File: src/rtl/ahb_arbiter.sv
// Round-robin AHB bus arbiter with parking, locked tenures and a per-tenure
// beat limit. Grant is registered; ownership (o_hmaster) follows the grant on
// the next HREADY edge, and o_hmaster_d tracks the data-phase owner.
module ahb_arbiter #(
    parameter int N_MASTERS      = 4,
    parameter int DEFAULT_MASTER = 0,
    parameter int MAX_BEATS      = 16,
    localparam int MW            = $clog2(N_MASTERS)
) (
    input  logic                 i_hclk,
    input  logic                 i_hreset,
    input  logic [N_MASTERS-1:0] i_hbusreq,
    input  logic [N_MASTERS-1:0] i_hlock,
    input  logic [1:0]           i_htrans,
    input  logic                 i_hready,
    output logic [N_MASTERS-1:0] o_hgrant,
    output logic [MW-1:0]        o_hmaster,
    output logic [MW-1:0]        o_hmaster_d,
    output logic                 o_hmastlock
);

    localparam int              CW      = $clog2(MAX_BEATS + 1);
    localparam logic [CW:0]     LIMIT   = (CW+1)'(MAX_BEATS);
    localparam logic [MW-1:0]   DEF_IDX = MW'(DEFAULT_MASTER);
    localparam logic [N_MASTERS-1:0] ONE = {{(N_MASTERS-1){1'b0}}, 1'b1};

    typedef enum logic [1:0] {PARK, OWN, LOCK} state_t;

    state_t                 state_q, state_d;
    logic [N_MASTERS-1:0]   grant_q, grant_d;
    logic [MW-1:0]          gidx_q, gidx_d;       // index of the granted master
    logic [MW-1:0]          hmaster_q, hmaster_d;
    logic [MW-1:0]          hmaster_dph_q, hmaster_dph_d;
    logic                   hmastlock_q, hmastlock_d;
    logic [CW-1:0]          cnt_q, cnt_d;

    logic                   found;
    logic [MW-1:0]          win;
    logic [MW-1:0]          cand;
    logic [CW:0]            cnt_sum;
    logic                   limit_hit;
    logic                   handed;
    logic                   owner_req, owner_lock;
    logic                   arb;

    // Round-robin search starting just above the address-phase owner, so the
    // owner itself is visited last.
    always_comb begin
        found = 1'b0;
        win   = DEF_IDX;
        cand  = '0;
        for (int i = 1; i <= N_MASTERS; i++) begin
            cand = MW'((int'(hmaster_q) + i) % N_MASTERS);
            if (!found && i_hbusreq[cand]) begin
                found = 1'b1;
                win   = cand;
            end
        end
    end

    // Arbitration decision and next-state for grant, ownership, lock and beat count.
    always_comb begin
        // NONSEQ/SEQ both have htrans[1] set; IDLE/BUSY do not count.
        cnt_sum    = {1'b0, cnt_q} + {{CW{1'b0}}, i_htrans[1]};
        limit_hit  = (cnt_sum >= LIMIT);
        // The limit only applies once the granted master actually owns the
        // address phase; otherwise the previous owner's count would re-trigger.
        handed     = (gidx_q == hmaster_q);
        owner_req  = i_hbusreq[gidx_q];
        owner_lock = i_hlock[gidx_q];

        if (state_q == LOCK)
            arb = i_hready && !owner_lock;
        else
            arb = i_hready && ((state_q == PARK) || !owner_req || (handed && limit_hit));

        state_d       = state_q;
        grant_d       = grant_q;
        gidx_d        = gidx_q;
        hmaster_d     = hmaster_q;
        hmaster_dph_d = hmaster_dph_q;
        hmastlock_d   = hmastlock_q;
        cnt_d         = cnt_q;

        if (i_hready) begin
            hmaster_d     = gidx_q;
            hmaster_dph_d = hmaster_q;
            // Lock becomes visible with the handover and drops on the exit edge.
            hmastlock_d   = (state_q == LOCK) && owner_lock;

            if ((gidx_q != hmaster_q) || (arb && (win == hmaster_q)))
                cnt_d = '0;
            else if (limit_hit)
                cnt_d = LIMIT[CW-1:0];
            else
                cnt_d = cnt_sum[CW-1:0];

            if (arb) begin
                gidx_d  = win;
                grant_d = ONE << win;
                if (!found)
                    state_d = PARK;
                else if (i_hlock[win])
                    state_d = LOCK;
                else
                    state_d = OWN;
            end
        end
    end

    // State registers; reset overrides everything including a locked tenure.
    always_ff @(posedge i_hclk) begin
        if (i_hreset) begin
            state_q       <= PARK;
            grant_q       <= ONE << DEF_IDX;
            gidx_q        <= DEF_IDX;
            hmaster_q     <= DEF_IDX;
            hmaster_dph_q <= DEF_IDX;
            hmastlock_q   <= 1'b0;
            cnt_q         <= '0;
        end else begin
            state_q       <= state_d;
            grant_q       <= grant_d;
            gidx_q        <= gidx_d;
            hmaster_q     <= hmaster_d;
            hmaster_dph_q <= hmaster_dph_d;
            hmastlock_q   <= hmastlock_d;
            cnt_q         <= cnt_d;
        end
    end

    assign o_hgrant    = grant_q;
    assign o_hmaster   = hmaster_q;
    assign o_hmaster_d = hmaster_dph_q;
    assign o_hmastlock = hmastlock_q;

endmodule
File: config.mk
export PLATFORM = sky130hd
export DESIGN_NAME = ahb_arbiter
export DESIGN_NICKNAME = d
export VERILOG_FILES = /design/src/rtl/ahb_arbiter.sv
export SDC_FILE = /design/constraint.sdc
export NUM_CORES = 1
export LEC_CHECK = 0
export ABC_AREA = 1
export CORE_MARGIN = 10
export CORE_UTILIZATION = 48
export CTS_BUF_LIST = sky130_fd_sc_hd__clkbuf_8
export DETAILED_ROUTE_END_ITERATION = 8
export GPL_TIMING_DRIVEN = 0
export MAX_ROUTING_LAYER = met4
export PLACE_DENSITY = 0.74
export SLEW_MARGIN = 15
export SYNTH_ARGS = -nofsm -noshare
export SYNTH_HDL_FRONTEND = slang
export SYNTH_SLANG_ARGS = --single-unit
File: constraint.sdc
create_clock -name i_hclk -period 1.8 [get_ports i_hclk]
set_clock_uncertainty 0.15 [all_clocks]
set_input_delay 0.27 -clock i_hclk [delete_from_list [all_inputs] [get_ports i_hclk]]
set_output_delay 0.27 -clock i_hclk [all_outputs]
set_load 0.05 [all_outputs]
==> results.yml <==
outcome:
  status: "complete, but fails checks"
  violations: "negative setup slack"
routing:
  post_drt_wl_per_cell_um: 15.4
  drt_iter0_drc: 78
  drt-total-wl_um: 3870
  viasPerCell: 5.57
  wl_met1_um: 1660
  wl_met3_um: 181
  post-route-drc-count: 0
  route.top_layer_used: "met4"
  routed-via-count: 1397
  dr_wl_met2_um: 1950
  first_pass_iters: 4
  ant_nets: 0
layout:
  nFillCells: 176
  fin_nets: 237
  register_area_um2: 370
  multi_input_area_um2: 908
  antenna_cells: 0
  areaGrowthSynthToFinish_pct: 52.6
  drive_gt1_share_pct: 39.8
  fin_util_pct: 75.8
yosys:
  synthArstFlopShare_pct: 0
  synthDistinctLibCells: 31
  synth_ff_type: "dfxtp_1"
  yosysWarnings: 0
  syn-num-nets: 196
  synth_seq_cells: 18
  postSynthAreaPerCell_um2: 6.67
  syn_inst: 181
  synth_area_mm2: 0.00121
  yosysSeqAreaShare_pct: 29.8
  synth-edff-count: 0
pwr:
  p_leak_uw: 0.000853
  combPwrFrac_pct: 45.9
  internal-power_uw: 909
  switching_share_pct: 39.1
  pwr-share-seq_pct: 32.0
  power.density_mw_per_mm2: 809
  p_sw_uw: 583
  power.clock.fraction_pct: 22.2
  irDropWorstVdd_mv: 0.688
critical_path:
  worstPathArrival_ns: 1.98
  end_kind: "register"
  path_cells: "buf_8 -> nand2_1 -> nand2_1 -> nand2_2 -> nand2_4 -> nor2_4 -> nand3b_1 -> nor2_2 -> nor2_4 -> buf_12 -> nand2_4 -> nand2_2 -> nand2_1 -> a21oi_2"
  ff2ff_path_depth: 14
  r2r-end: "state_q[1]"
  crit_fanout: 5
  cp_top_family: "simple AND/OR/NAND/NOR gates"
  worst-path-buf-inv: 2
  worstReg2RegStart: "o_hmaster[0]"
  r2r_slack_ns: -0.19
  path_class: "reg -> reg"
  cp_common_cell: "nand2_1"
  critPathSlowestCell: "dfxtp_4"
  cp.required_ns: 1.79
  cp-start-kind: "register"
  cpPeakStageDelay_ns: 0.37
sta:
  setup_viol: 13
  worstMarginPinSlew_ns: 0.499
  rsz0062_at_grt: "true"
  post-route-period-util_pct: 111
  timing.hold.ws_ns: 0.318
  slew_headroom_pct: 66.9
  max_freq_mhz: 502
  slew_viol_final: 0
  period_needed_ns: 1.99
  worst_slack_ns: -0.192
  hold_violations: 0
run:
  maxCapViolCount: 0
grt:
  grt_max_degree: 11
  grt_pass1_wl_um: 5800
  grt-ovfl-total: 0
  antenna_found_initial: 0
  grt_pass1_vias: 1370
  grt_usage_pct: 14.1
floorplanning:
  pin_count: 22
  die_area_mm2: 0.00492
  dieWidth_um: 70.2
  core_mm2: 0.00243
  die_h_um: 70.2
  num_rows: 18
  start_util_pct: 49.6
worst_hold_path:
  hold_start: "state_q[0]"
  hold_path.class: "reg -> reg"
  hold_depth: 2
  holdPathEnd: "state_q[0]"
clock_tree:
  cts_num_sinks: 18
  clock-root-buffer: "clkbuf_8"
  cts_buffers: 3
  ctsHoldBuffers: 0
  clkTransAtPathRegs_ns: 0.07
  cts_tree: "yes"
  clock_latency_ns: 0.26
  cts_max_path_buffers: 2
  cts_max_level: 1
place:
  post-place-ws_ns: -0.569
  gp_congestion: 0.902
  io_buffers: 20
  dp_hpwl_um: 2410
## cells in the final DEF, fill, tap and decap left out, types with 2 or more instances in the layout
| cell | Yosys | final |
|---|---|---|
| buf_8 | 0 | 2 |
| nand3_2 | 3 | 6 |
| a21oi_2 | 1 | 4 |
| dfxtp_2 | 0 | 2 |
| ha_4 | 0 | 2 |
| nor2_2 | 1 | 2 |
| mux2_2 | 2 | 2 |
| dfxtp_1 | 18 | 14 |
| inv_4 | 1 | 2 |
| nand3_1 | 11 | 7 |
| a21oi_1 | 18 | 15 |
| dlymetal6s2s_1 | 0 | 2 |
| clkbuf_8 | 0 | 4 |
| o21ai_0 | 12 | 10 |
| nand2_4 | 1 | 4 |
| inv_2 | 4 | 5 |
| buf_4 | 0 | 15 |
| nand2_2 | 9 | 19 |
| nand4_1 | 2 | 2 |
| o21ai_1 | 2 | 3 |
| dlygate4sd2_1 | 0 | 11 |
| dfxtp_4 | 0 | 2 |
| nor2_1 | 15 | 11 |
| nand2_1 | 50 | 37 |
| inv_1 | 11 | 8 |
| clkdlybuf4s50_1 | 0 | 7 |
| nor2_4 | 2 | 5 |
## cell usage after synthesis (all sizes together) (3+ instances only)
cell / instances / share of area [%]
nand2: 60 / 21
nand4: 3 / 2.1
o21ai: 14 / 5.8
dfxtp: 18 / 30
nand3: 14 / 7.0
clkbuf: 3 / 0.93
a21oi: 19 / 8.2
nor2: 18 / 7.0
buf: 3 / 2.8
inv: 16 / 5.2
## how the worst max path moves through the flow
stage                              to  slack, ns  cells after the start          from
after floorplan              cnt_q[0]      -0.04                     14  o_hmaster[1]
after global placement    o_hgrant[0]      -0.55                     13   i_htrans[1]
after detailed placement  o_hgrant[0]      -0.57                     13   i_htrans[1]
after CTS                  state_q[0]      -0.13                     13      cnt_q[0]
after global routing       state_q[1]      -0.24                     14  o_hmaster[0]
final                      state_q[1]      -0.19                     14  o_hmaster[0]
## metal layers
layer	track usage (%)	vias up
met3	3.67	11
met2	24.1	42
met5	-	-
li1	-	675
met4	5.04	0
met1	15.5	669
## stage by stage
stage               setup TNS (ns)  cells  power [uW]  instance area [um2]
finish                       -1.80    251        1490                 1840
global route                 -2.63    251        1570                 1840
CTS                          -1.19    247        1410                 1730
detailed placement           -7.41    231         990                 1490
global placement             -6.93    231         979                 1490
floorplan                   -0.202    181         852                 1250
## tightest hold or removal path: stages, from the launching register on
cell and delay (ns):
dfxtp_1 0.31, nand2_1 0.06, a21oi_1 0.05
## cell type report
type / instances / area share (%)
Buffer: 4 / 2.10
Clock buffer: 4 / 2.99
Inverter: 16 / 3.94
Multi-Input combinational cell: 141 / 49.3
Sequential cell: 18 / 20.1
Tap cell: 30 / 2.04
Timing Repair Buffer: 38 / 19.6
## logic make-up after synthesis
kind of cell | share of synthesized area [%]
AO/OA/AOI/OAI | 17.6
XOR/XNOR | 0.726
adder cells (fa/ha/maj) | 2.07
buffers and inverters | 8.91
flip-flops | 29.8
multiplexers | 1.87
AND/OR/NAND/NOR | 39.0
## state kept, by name, summed over array words and instances, names as in the netlist
name	count
cnt_q	5
o_hmastlock	1
o_hmaster	2
state_q	2
gidx_q	2
o_hgrant	4
o_hmaster_d	2
## power by group through the flow
stage / registers (uW) / logic (uW) / clock network [uW]
2_1_floorplan: 542 / 310 / 0
3_3_place_gp: 472 / 507 / 0
3_5_place_dp: 475 / 515 / 0
4_1_cts: 469 / 605 / 336
5_1_grt: 482 / 737 / 351
6_report: 477 / 684 / 330
## what timing repair did
action                                  4_1_cts  5_1_grt
gates resized for setup                      36       25
setup buffers                                12        5
gates cloned                                  0        1
endpoints found under the setup margin       22       15
pin swaps                                    18       16
(Power assumes the default switching activity.)
